===== src/rtl/mux_scan_pkg.sv =====
`default_nettype none
// ============================================================================
// Module      : mux_scan_pkg
// Description : Shared types and constants for the scanning N-to-1 mux.
// Revision    : 1.0 - initial release
// ============================================================================
package mux_scan_pkg;

   // Width of the per-channel dwell programming and its down-counter
   localparam int DWELL_W = 8;

   // Sequencer states
   typedef enum logic [1:0] {
      IDLE = 2'd0,
      SCAN = 2'd1,
      DONE = 2'd2
   } state_t;

endpackage : mux_scan_pkg
`default_nettype wire


===== src/rtl/mux_scan_n_if.sv =====
`default_nettype none
// ============================================================================
// Module      : mux_scan_n_if
// Description : Channel data, control and result bundle of mux_scan_n.
//               master = the block driving channels/control,
//               slave  = the mux itself.
// Revision    : 1.0 - initial release
// ============================================================================
interface mux_scan_n_if #(
   parameter int WIDTH    = 1,
   parameter int CHANNELS = 16,
   parameter int SEL_W    = $clog2(CHANNELS)
);
   import mux_scan_pkg::*;

   logic [CHANNELS*WIDTH-1:0] in;
   logic [SEL_W-1:0]          sel;
   logic                      mode;
   logic                      start;
   logic [DWELL_W-1:0]        dwell;
   logic [WIDTH-1:0]          out;
   logic                      out_valid;
   logic [SEL_W-1:0]          cur_sel;
   logic                      busy;
   logic                      done;
   logic                      sel_err;

   modport master (
      output in, sel, mode, start, dwell,
      input  out, out_valid, cur_sel, busy, done, sel_err
   );

   modport slave (
      input  in, sel, mode, start, dwell,
      output out, out_valid, cur_sel, busy, done, sel_err
   );

endinterface : mux_scan_n_if
`default_nettype wire


===== src/rtl/mux_n_to_1.sv =====
`default_nettype none
// ============================================================================
// Module      : mux_n_to_1
// Description : Combinational CHANNELS-to-1 selector of WIDTH-bit words with
//               an out-of-range flag. An out-of-range select yields zero.
// Revision    : 1.0 - initial release
// ============================================================================
module mux_n_to_1 #(
   parameter int WIDTH    = 1,
   parameter int CHANNELS = 16,
   parameter int SEL_W    = $clog2(CHANNELS)
) (
   input  logic [CHANNELS*WIDTH-1:0] data,
   input  logic [SEL_W-1:0]          sel,
   output logic [WIDTH-1:0]          y,
   output logic                      out_of_range
);

   logic [WIDTH-1:0] w_ch [CHANNELS];

   // Split the packed bus into one word per channel
   for (genvar k = 0; k < CHANNELS; k++) begin : g_unpack
      assign w_ch[k] = data[k*WIDTH +: WIDTH];
   end

   // Decode the select; no match means the index names no channel
   always_comb begin
      y            = '0;
      out_of_range = 1'b1;
      for (int k = 0; k < CHANNELS; k++) begin
         if (sel == SEL_W'(k)) begin
            y            = w_ch[k];
            out_of_range = 1'b0;
         end
      end
   end

endmodule : mux_n_to_1
`default_nettype wire


===== src/rtl/mux_scan_n.sv =====
`default_nettype none
// ============================================================================
// Module      : mux_scan_n
// Description : N-channel, W-bit registered multiplexer. Direct mode samples
//               the channel named by sel every cycle; scan mode walks all
//               channels once per start pulse with a programmable dwell.
// Revision    : 1.0 - initial release
// ============================================================================
module mux_scan_n
   import mux_scan_pkg::*;
#(
   parameter int WIDTH    = 1,
   parameter int CHANNELS = 16,
   parameter int SEL_W    = $clog2(CHANNELS)
) (
   input  logic         clk,
   input  logic         rst_n,
   mux_scan_n_if.slave  bus
);

   localparam logic [SEL_W-1:0] c_last_chan = SEL_W'(CHANNELS - 1);

   state_t             r_state;
   logic [SEL_W-1:0]   r_chan;
   logic [DWELL_W-1:0] r_dwell_cnt;
   logic [DWELL_W-1:0] r_dwell_lat;
   logic [WIDTH-1:0]   r_out;
   logic               r_out_valid;
   logic [SEL_W-1:0]   r_cur_sel;
   logic               r_busy;
   logic               r_done;
   logic               r_sel_err;

   logic [SEL_W-1:0]   w_mux_sel;
   logic [WIDTH-1:0]   w_mux_data;
   logic               w_mux_oor;

   // The scan counter owns the selector while scanning; sel is never read then
   assign w_mux_sel = (r_state == SCAN) ? r_chan : bus.sel;

   mux_n_to_1 #(
      .WIDTH    (WIDTH),
      .CHANNELS (CHANNELS),
      .SEL_W    (SEL_W)
   ) u_mux (
      .data         (bus.in),
      .sel          (w_mux_sel),
      .y            (w_mux_data),
      .out_of_range (w_mux_oor)
   );

   // Sequencer, counters and registered outputs
   always_ff @(posedge clk or negedge rst_n) begin
      if (!rst_n) begin
         r_state     <= IDLE;
         r_chan      <= '0;
         r_dwell_cnt <= '0;
         r_dwell_lat <= '0;
         r_out       <= '0;
         r_out_valid <= 1'b0;
         r_cur_sel   <= '0;
         r_busy      <= 1'b0;
         r_done      <= 1'b0;
         r_sel_err   <= 1'b0;
      end else begin
         case (r_state)
            IDLE: begin
               r_done <= 1'b0;
               if (!bus.mode) begin
                  // Direct: selector already returns zero for a bad index
                  r_out       <= w_mux_data;
                  r_cur_sel   <= bus.sel;
                  r_out_valid <= 1'b1;
                  r_sel_err   <= w_mux_oor;
               end else begin
                  r_out_valid <= 1'b0;
                  r_sel_err   <= 1'b0;
                  if (bus.start) begin
                     r_state     <= SCAN;
                     r_chan      <= '0;
                     r_dwell_cnt <= bus.dwell;
                     r_dwell_lat <= bus.dwell;
                     r_busy      <= 1'b1;
                  end
               end
            end

            SCAN: begin
               r_sel_err <= 1'b0;
               if (r_dwell_cnt != '0) begin
                  r_dwell_cnt <= r_dwell_cnt - 1'b1;
                  r_out_valid <= 1'b0;
               end else begin
                  r_out       <= w_mux_data;
                  r_cur_sel   <= r_chan;
                  r_out_valid <= 1'b1;
                  r_dwell_cnt <= r_dwell_lat;
                  // Counter parks on the last channel rather than wrapping
                  if (r_chan == c_last_chan) begin
                     r_state <= DONE;
                  end else begin
                     r_chan <= r_chan + 1'b1;
                  end
               end
            end

            DONE: begin
               r_done      <= 1'b1;
               r_busy      <= 1'b0;
               r_out_valid <= 1'b0;
               r_state     <= IDLE;
            end

            default: begin
               r_state <= IDLE;
            end
         endcase
      end
   end

   assign bus.out       = r_out;
   assign bus.out_valid = r_out_valid;
   assign bus.cur_sel   = r_cur_sel;
   assign bus.busy      = r_busy;
   assign bus.done      = r_done;
   assign bus.sel_err   = r_sel_err;

endmodule : mux_scan_n
`default_nettype wire


===== src/flat_wrapper.sv =====
// flat-port wrapper written by rule: the top's interface ports become plain ports
module mux_scan_n_flat import mux_scan_pkg::*;
#(
   parameter int WIDTH    = 1,
   parameter int CHANNELS = 16,
   parameter int SEL_W    = $clog2(CHANNELS)
)
  (clk, rst_n, bus_in, bus_sel, bus_mode, bus_start, bus_dwell, bus_out, bus_out_valid, bus_cur_sel, bus_busy, bus_done, bus_sel_err);
  mux_scan_n_if #(.WIDTH(WIDTH), .CHANNELS(CHANNELS), .SEL_W(SEL_W)) bus_i ();
  input  logic clk;
  input  logic rst_n;
  input wire logic [$bits(bus_i.in)-1:0] bus_in;
  input wire logic [$bits(bus_i.sel)-1:0] bus_sel;
  input wire logic [$bits(bus_i.mode)-1:0] bus_mode;
  input wire logic [$bits(bus_i.start)-1:0] bus_start;
  input wire logic [$bits(bus_i.dwell)-1:0] bus_dwell;
  output wire logic [$bits(bus_i.out)-1:0] bus_out;
  output wire logic [$bits(bus_i.out_valid)-1:0] bus_out_valid;
  output wire logic [$bits(bus_i.cur_sel)-1:0] bus_cur_sel;
  output wire logic [$bits(bus_i.busy)-1:0] bus_busy;
  output wire logic [$bits(bus_i.done)-1:0] bus_done;
  output wire logic [$bits(bus_i.sel_err)-1:0] bus_sel_err;
  assign bus_i.in = bus_in;
  assign bus_i.sel = bus_sel;
  assign bus_i.mode = bus_mode;
  assign bus_i.start = bus_start;
  assign bus_i.dwell = bus_dwell;
  assign bus_out = bus_i.out;
  assign bus_out_valid = bus_i.out_valid;
  assign bus_cur_sel = bus_i.cur_sel;
  assign bus_busy = bus_i.busy;
  assign bus_done = bus_i.done;
  assign bus_sel_err = bus_i.sel_err;
  mux_scan_n #(.WIDTH(WIDTH), .CHANNELS(CHANNELS), .SEL_W(SEL_W)) u_core (.clk(clk), .rst_n(rst_n), .bus(bus_i));
endmodule

===== config.mk =====
export PLATFORM = sky130hd
export DESIGN_NAME = mux_scan_n_flat
export DESIGN_NICKNAME = d
export VERILOG_FILES = /design/src/rtl/mux_scan_pkg.sv /design/src/rtl/mux_scan_n_if.sv /design/src/rtl/mux_n_to_1.sv /design/src/rtl/mux_scan_n.sv /design/src/flat_wrapper.sv
export SDC_FILE = /design/constraint.sdc
export NUM_CORES = 1
export LEC_CHECK = 0
export CAP_MARGIN = 20
export CELL_PAD_IN_SITES_DETAIL_PLACEMENT = 1
export CELL_PAD_IN_SITES_GLOBAL_PLACEMENT = 2
export CORE_ASPECT_RATIO = 0.9
export CORE_UTILIZATION = 30
export DETAILED_ROUTE_END_ITERATION = 6
export PLACE_DENSITY = 0.81
export SYNTH_ARGS = -nofsm -noshare
export SYNTH_HDL_FRONTEND = slang
export SYNTH_SLANG_ARGS = --single-unit

===== constraint.sdc =====
create_clock -name clk -period 2.6 [get_ports clk]
set_input_delay 0.52 -clock clk [delete_from_list [all_inputs] [get_ports clk]]
set_output_delay 0.52 -clock clk [all_outputs]
set_load 0.005 [all_outputs]

==> results of run 1 <==
==> state kept, by name, summed over array words and instances (netlist names) <==
register and flops:
u_core.r_chan 4, u_core.bus.out 1, u_core.r_state 2, u_core.bus.sel_err 1, u_core.r_dwell_lat 8, u_core.bus.busy 1, u_core.bus.cur_sel 4, u_core.bus.out_valid 1
u_core.r_dwell_cnt 8, u_core.bus.done 1
==> report_power, final <==
part           switching [mW]  internal [mW]
Clock                   0.197          0.242
Combinational           0.566          0.511
Sequential              0.144          0.656
==> kinds of logic after synthesis <==
kind of cell | Yosys count | share of synthesized area [%]
fa+ha+maj | 6 | 4.03
mux | 11 | 7.11
buf+inv | 17 | 4.23
compound gates | 65 | 23.7
simple gates | 77 | 19.3
flops | 31 | 41.6
==> Yosys cell counts (all sizes together), types with 5 or more instances <==
library cell / number / area (µm²)
dfrtp: 31 / 776
ha: 6 / 75.1
nor3: 6 / 35.0
inv: 8 / 30.0
nand2: 36 / 138
a21oi: 14 / 70.1
mux2i: 5 / 50.1
clkbuf: 7 / 26.3
nor2: 14 / 52.6
a22oi: 5 / 42.5
nand3: 5 / 25.0
o21ai: 17 / 85.1
mux2: 5 / 60.1
==> worst reg2reg max path, cell delays in order (launching register included) <==
cell,delay (ps)
sky130_fd_sc_hd__dfrtp_1,410
sky130_fd_sc_hd__inv_1,110
sky130_fd_sc_hd__ha_1,180
sky130_fd_sc_hd__or3b_1,400
sky130_fd_sc_hd__or3_1,550
sky130_fd_sc_hd__mux2_4,370
sky130_fd_sc_hd__a22oi_2,110
sky130_fd_sc_hd__o21ai_1,70
==> routing by layer <==
metal | GRT usage (%) | vias up | share of wire [%]
met5 | 0 | - | 0
met2 | 28.8 | 33 | 47
met4 | 6.44 | 0 | 1.3
met3 | 3.66 | 7 | 2.7
li1 | - | 851 | -
met1 | 23.7 | 846 | 49
==> final timing paths <==
path	to	slack, ps	cells past startpoint
setup reg to reg	u_core.r_dwell_cnt[4]	280	7
max in group asynchronous	u_core.bus.sel_err	1650	2
hold reg to reg	u_core.bus.cur_sel[2]	480	2
setup / recovery	u_core.r_dwell_cnt[4]	280	7
min in group asynchronous	u_core.r_dwell_lat[4]	630	2
hold / removal	u_core.bus.cur_sel[2]	480	2
==> through the flow <==
stage	hold WS, ps	instances	power, mW	instance area [µm²]	utilization [%]
final	477	328	2.32	2490	42.8
after CTS	486	328	2.34	2490	42.8
after detailed placement	466	320	1.89	2390	41.1
after global placement	457	320	1.85	2390	41.1
after global routing	498	328	2.51	2490	42.8
after floorplan	224	207	1.47	1860	-
==> layout make-up <==
class / instances / area [µm²]
Clock buffer: 8 / 100
Fill cell: 702 / 3330
Inverter: 8 / 30.0
Multi-Input combinational cell: 159 / 1010
Sequential cell: 31 / 776
Tap cell: 70 / 87.6
Timing Repair Buffer: 52 / 490
==> flow_summary_export.csv, run 1 <==
group,metric,value,unit
routing,drtAntennaViolNets,0,
synthesis,ys_dominant_reg_cell,"sky130_fd_sc_hd__dfrtp_1",
synthesis,postSynth.asyncResetShare,100,%
timing,finalCriticalPeriod,2320,ps
synthesis,yosys.cell_types.count,48,
synthesis,synth-edff-count,0,
timing,period_share,89.4,%
setup_path,path_max_fanout,10,
worst_hold_path,hp-start,"u_core.bus.cur_sel[2]",
timing,final.setup_skew,6.17,ps
layout,drive_above_1_share,12.0,%
layout,antenna-diode-count,0,
global_routing,wire_length_of_the_first_global_routing_pass,9.09,mm
synthesis,avgSynthCellArea,9.01,µm²
power_and_ir_drop,power_per_cell_area,928,nW/µm²
global_routing,grt_overflow,0,
routing,detail_route.wl_per_cell,16.5,µm
power_and_ir_drop,vdd_drop_max,0.000386,V
placement,detailed_place_hpwl,3.88,mm
floorplan,fp.dieW,85.1,µm
timing,timing.fmax,430,MHz
global_routing,maximum_number_of_pins_on_one_net_before_global_route_repair,32,
global_routing,grt_pass1_vias,1813,
routing,drt_iter0_drc,74,
timing,setup_tns,0,ps
setup_path,start_kind,"flop",
timing,worstMarginPinSlew,428,ps
worst_hold_path,min_path_type,"reg2reg",
setup_path,worstReg2RegStart,"u_core.r_dwell_cnt[0]",
power_and_ir_drop,power.leakage,1.08,nW
placement,preCtsSetupSlack,283,ps
setup_path,critical-path-top-delay-family,"simple AND/OR/NAND/NOR gates",
synthesis,synth_seq_cells,31,
clock_tree,cts_made_buffers,5,
clock_tree,cts_buffer_depth,2,
clock_tree,cts.clk_slew.worst_paths,70,ps
layout,layout.cells.most_common_list,"sky130_fd_sc_hd__clkdlybuf4s50_1, sky130_fd_sc_hd__nand2_1, sky130_fd_sc_hd__dfrtp_1, sky130_fd_sc_hd__o21ai_0",
timing,maxSlewViolCount,0,
floorplan,core,5820,µm²
synthesis,synthesis.area,1860,µm²
routing,route.final.wire_length,5.40,mm
synthesis,count_of_warnings_emitted_by_yosys,0,
placement,place.port_buffers,40,
setup_path,cp_cell_sequence,"inv_1 -> ha_1 -> or3b_1 -> or3_1 -> mux2_4 -> a22oi_2 -> o21ai_1",
global_routing,grt_antenna_before_repair,0,
setup_path,cp_num_buf_inv,1,
layout,layout.nets,295,
setup_path,critical_path_class,"reg2reg",
setup_path,critPathArrivalTime,2490,ps
floorplan,initial_core_utilization,32.0,%
clock_tree,cts_tree,"built",
timing,finalHoldViolations,0,
clock_tree,htreeDepth,2,
placement,routabilityCongestion,0.756,
clock_tree,clkLatencyLatePin,290,ps
run_status,status,"finished clean",
clock_tree,clock_sink_count,31,
setup_path,cpPeakStageDelay,550,ps
timing,final_critical_path_setup_slack,276,ps
clock_tree,ctsRootBufferMaster,"sky130_fd_sc_hd__clkbuf_8",
floorplan,boundaryPins,41,
routing,route.detailed.vias_per_inst,5.30,
setup_path,worst_setup_path_startpoint,"u_core.r_dwell_cnt[0]",
routing,route.vias.total,1737,
clock_tree,cts.repair_timing.setup_buffer_count,0,
timing,final-setup-viol-count,0,
setup_path,required,2770,ps
floorplan,placement_rows,26,
synthesis,synth_nets,245,
clock_tree,ctsResizeCount,0,
floorplan,floorplan.die_area,6530,µm²
timing,maxSlewHeadroom,71.5,%
flow_run,drv_cap,0,
setup_path,cp-end-kind,"flop",
layout,syn_to_final_growth,33.8,%
synthesis,fraction_of_the_yosys_area_taken_by_sequential_cells,41.6,%
timing,grt_setup_unrepaired,"false",
synthesis,synthesis.instances,207,
routing,drt_first_pass_iters,4,
setup_path,critical-path-slowest-cell,"sky130_fd_sc_hd__or3_1",
floorplan,die_height,76.8,µm
layout,mostFrequentLayoutCell,"sky130_fd_sc_hd__clkdlybuf4s50_1",
global_routing,grtUsageTotal,17.9,%
clock_tree,ctsHoldBuffers,0,
routing,drc,0,
(Power assumes the default switching activity.)
==> run 2: changes to the inputs <==
--- a/config.mk
+++ b/config.mk
@@ -5,13 +5,13 @@
 export SDC_FILE = /design/constraint.sdc
 export NUM_CORES = 1
 export LEC_CHECK = 0
-export CAP_MARGIN = 20
+export ABC_AREA = 1
 export CELL_PAD_IN_SITES_DETAIL_PLACEMENT = 1
 export CELL_PAD_IN_SITES_GLOBAL_PLACEMENT = 2
 export CORE_ASPECT_RATIO = 0.9
-export CORE_UTILIZATION = 30
+export CORE_UTILIZATION = 31
 export DETAILED_ROUTE_END_ITERATION = 6
-export PLACE_DENSITY = 0.81
+export PLACE_DENSITY = 0.88
 export SYNTH_ARGS = -nofsm -noshare
 export SYNTH_HDL_FRONTEND = slang
 export SYNTH_SLANG_ARGS = --single-unit
==> constraint.sdc (replaced) <==
create_clock -name clk -period 2.7 [get_ports clk]
set_input_delay 0.54 -clock clk [delete_from_list [all_inputs] [get_ports clk]]
set_output_delay 0.54 -clock clk [all_outputs]
set_load 0.005 [all_outputs]
==> flow_summary_export.csv, run 2 <==
group,metric,value,unit
run_status,status,"finished clean",
timing,finalCriticalPeriod,2220,ps
timing,maxSlewHeadroom,64.8,%
layout,final_cells,373,
routing,route.detailed.vias_per_inst,4.83,
floorplan,fp.dieW,84.7,µm
timing,worstMarginPinSlew,522,ps
timing,maxSlewViolCount,0,
setup_path,required,2870,ps
setup_path,start_kind,"flop",
clock_tree,htreeDepth,2,
global_routing,maximum_number_of_pins_on_one_net_before_global_route_repair,32,
layout,utilization,42.8,%
power_and_ir_drop,cellInternalPower,1.43,mW
routing,drt_first_pass_iters,6,
timing,finalHoldViolations,0,
global_routing,grt_antenna_before_repair,0,
clock_tree,ctsHoldBuffers,0,
power_and_ir_drop,vdd_drop_max,0.000479,V
layout,fill_cells,727,
synthesis,synth-edff-count,0,
power_and_ir_drop,switching_share,44.7,%
placement,place.port_buffers,40,
power_and_ir_drop,power.sequential.fraction,31.2,%
clock_tree,cts.clk_slew.worst_paths,70,ps
power_and_ir_drop,power.combinational.fraction,53.1,%
clock_tree,cts_tree,"built",
timing,final_critical_path_setup_slack,485,ps
routing,drt_iter0_drc,58,
synthesis,synth_seq_cells,31,
clock_tree,ctsRootBufferMaster,"sky130_fd_sc_hd__clkbuf_8",
power_and_ir_drop,p_sw,1.16,mW
timing,final.setup_skew,2.78,ps
setup_path,critPathArrivalTime,2390,ps
synthesis,count_of_warnings_emitted_by_yosys,0,
layout,syn_to_final_growth,30.6,%
floorplan,initial_core_utilization,32.8,%
layout,sequential_cell_area,776,µm²
setup_path,path_max_fanout,15,
clock_tree,cts_made_buffers,5,
synthesis,ys_dominant_reg_cell,"sky130_fd_sc_hd__dfrtp_1",
routing,route.final.wire_length,5.12,mm
setup_path,rrSetupSlack,480,ps
layout,multiInputGateArea,968,µm²
layout,mostFrequentLayoutCell,"sky130_fd_sc_hd__nand2_1",
clock_tree,ctsResizeCount,0,
setup_path,critical-path-top-delay-family,"simple AND/OR/NAND/NOR gates",
synthesis,synth_area_leaders,"sky130_fd_sc_hd__dfrtp_1, sky130_fd_sc_hd__nand2_1, sky130_fd_sc_hd__inv_1",
worst_hold_path,min_path_type,"reg2reg",
global_routing,grt_overflow,0,
synthesis,synthesis.instances,255,
floorplan,floorplan.die_area,6480,µm²
placement,detailed_place_hpwl,4.00,mm
synthesis,fraction_of_the_yosys_area_taken_by_sequential_cells,40.6,%
layout,layout.nets,340,
setup_path,cpPeakStageDelay,450,ps
setup_path,critical-path-slowest-cell,"sky130_fd_sc_hd__o21ai_0",
layout,reg.largest.list,"u_core.r_dwell_cnt x8, u_core.r_dwell_lat x8",
placement,preCtsSetupSlack,299,ps
setup_path,cp_cell_sequence,"inv_1 -> ha_1 -> buf_4 -> o21ai_0 -> inv_1 -> nand2_1 -> nand3_1 -> nand2_1 -> nand2_1 -> nand3_1 -> nand4_1 -> nand2_1 -> nand2_1",
power_and_ir_drop,clkPwrFrac,15.7,%
floorplan,die_height,76.5,µm
global_routing,grt_pass1_vias,1914,
routing,drc,0,
timing,worst_hold_slack,479,ps
timing,setup_tns,0,ps
synthesis,post-synth-top-count-cell,"sky130_fd_sc_hd__nand2_1",
setup_path,critical_path_class,"reg2reg",
placement,place_inst,365,
clock_tree,cts.repair_timing.setup_buffer_count,0,
layout,layout.cells.most_common_list,"sky130_fd_sc_hd__nand2_1, sky130_fd_sc_hd__clkdlybuf4s50_1, sky130_fd_sc_hd__inv_1, sky130_fd_sc_hd__dfrtp_1, sky130_fd_sc_hd__o21ai_0",
timing,final-setup-viol-count,0,
floorplan,core,5820,µm²
power_and_ir_drop,power.leakage,1.17,nW
clock_tree,clock_sink_count,31,
synthesis,avgSynthCellArea,7.49,µm²
routing,detail_route.wl_per_cell,13.7,µm
synthesis,yosys.cell_types.count,32,
synthesis,yosysTopAreaCellShare,40.6,%
global_routing,wire_length_of_the_first_global_routing_pass,9.10,mm
placement,routabilityCongestion,0.815,
power_and_ir_drop,power_per_cell_area,1040,nW/µm²
synthesis,synth_nets,293,
synthesis,synth_area_leader,"sky130_fd_sc_hd__dfrtp_1",
layout,drive_above_1_share,10.9,%
clock_tree,cts_buffer_depth,2,
timing,timing.fmax,451,MHz
timing,grt_setup_unrepaired,"false",
setup_path,path_common_cell,"sky130_fd_sc_hd__nand2_1",
synthesis,synthesis.area,1910,µm²
setup_path,cp_num_buf_inv,3,
floorplan,boundaryPins,41,
global_routing,grtUsageTotal,17.5,%
clock_tree,clkLatencyLatePin,280,ps
floorplan,placement_rows,26,
setup_path,cp-end-kind,"flop",
routing,route.vias.total,1800,
synthesis,postSynth.asyncResetShare,100,%
timing,period_share,82.1,%
synthesis,yosys-top-cells-count,"sky130_fd_sc_hd__nand2_1, sky130_fd_sc_hd__inv_1, sky130_fd_sc_hd__dfrtp_1, sky130_fd_sc_hd__o21ai_0",
routing,drtAntennaViolNets,0,
flow_run,drv_cap,0,
layout,antenna-diode-count,0,
run 2: final timing paths:
check,start,end,cells after the start
max,u_core.r_state[1],u_core.bus.out,13
min,u_core.bus.out,u_core.bus.out,2
max reg2reg,u_core.r_state[1],u_core.bus.out,13
min reg2reg,u_core.bus.out,u_core.bus.out,2
max in group asynchronous,rst_n,u_core.r_dwell_lat[5],2
min in group asynchronous,rst_n,u_core.r_dwell_lat[0],2
run 2: layout make-up:
| cell class | instances | share of cell area [%] |
|---|---|---|
| clock buffer | 8 | 4.01 |
| inverter | 37 | 5.57 |
| multi-input combinational | 184 | 38.8 |
| sequential | 31 | 31.1 |
| tap | 70 | 3.51 |
| timing repair buffer | 43 | 17.0 |
run 2: worst reg2reg max path, delay by kind of cell, from the launching register on:
| family | cells | cell delay (ps) |
|---|---|---|
| flip-flops | 1 | 370 |
| AO/OA/AOI/OAI | 1 | 460 |
| adder cells (fa/ha/maj) | 1 | 210 |
| buffers and inverters | 3 | 480 |
| AND/OR/NAND/NOR | 8 | 600 |
run 2: through the flow:
step	instance area, µm²	total power, mW
after floorplan	1910	1.76
after global placement	2390	2.16
after detailed placement	2390	2.20
after CTS	2490	2.63
after global routing	2490	2.86
final	2490	2.59
run 2: power groups by stage:
| stage | sequential (mW) | combinational, mW | clock, mW |
|---|---|---|---|
| floorplan | 0.789 | 0.975 | 0 |
| global placement | 0.812 | 1.34 | 0 |
| detailed placement | 0.816 | 1.39 | 0 |
| CTS | 0.810 | 1.40 | 0.420 |
| global route | 0.836 | 1.58 | 0.446 |
| finish | 0.808 | 1.37 | 0.407 |
run 2: routing by layer:
| metal | track usage (%) | wire, µm |
|---|---|---|
| met5 | 0 | 0 |
| met4 | 2.20 | 12 |
| met3 | 4.23 | 130 |
| met2 | 28.6 | 2410 |
| met1 | 23.9 | 2560 |
run 2: cells by family after synthesis:
kind of cell    Yosys count  synth area share (%)
simple gates            130                  31.0
compound gates           43                  13.4
buf+inv                  40                  8.65
flops                    31                  40.6
fa+ha+maj                 6                  3.93
xor+xnor                  4                  1.84
mux                       1                 0.590
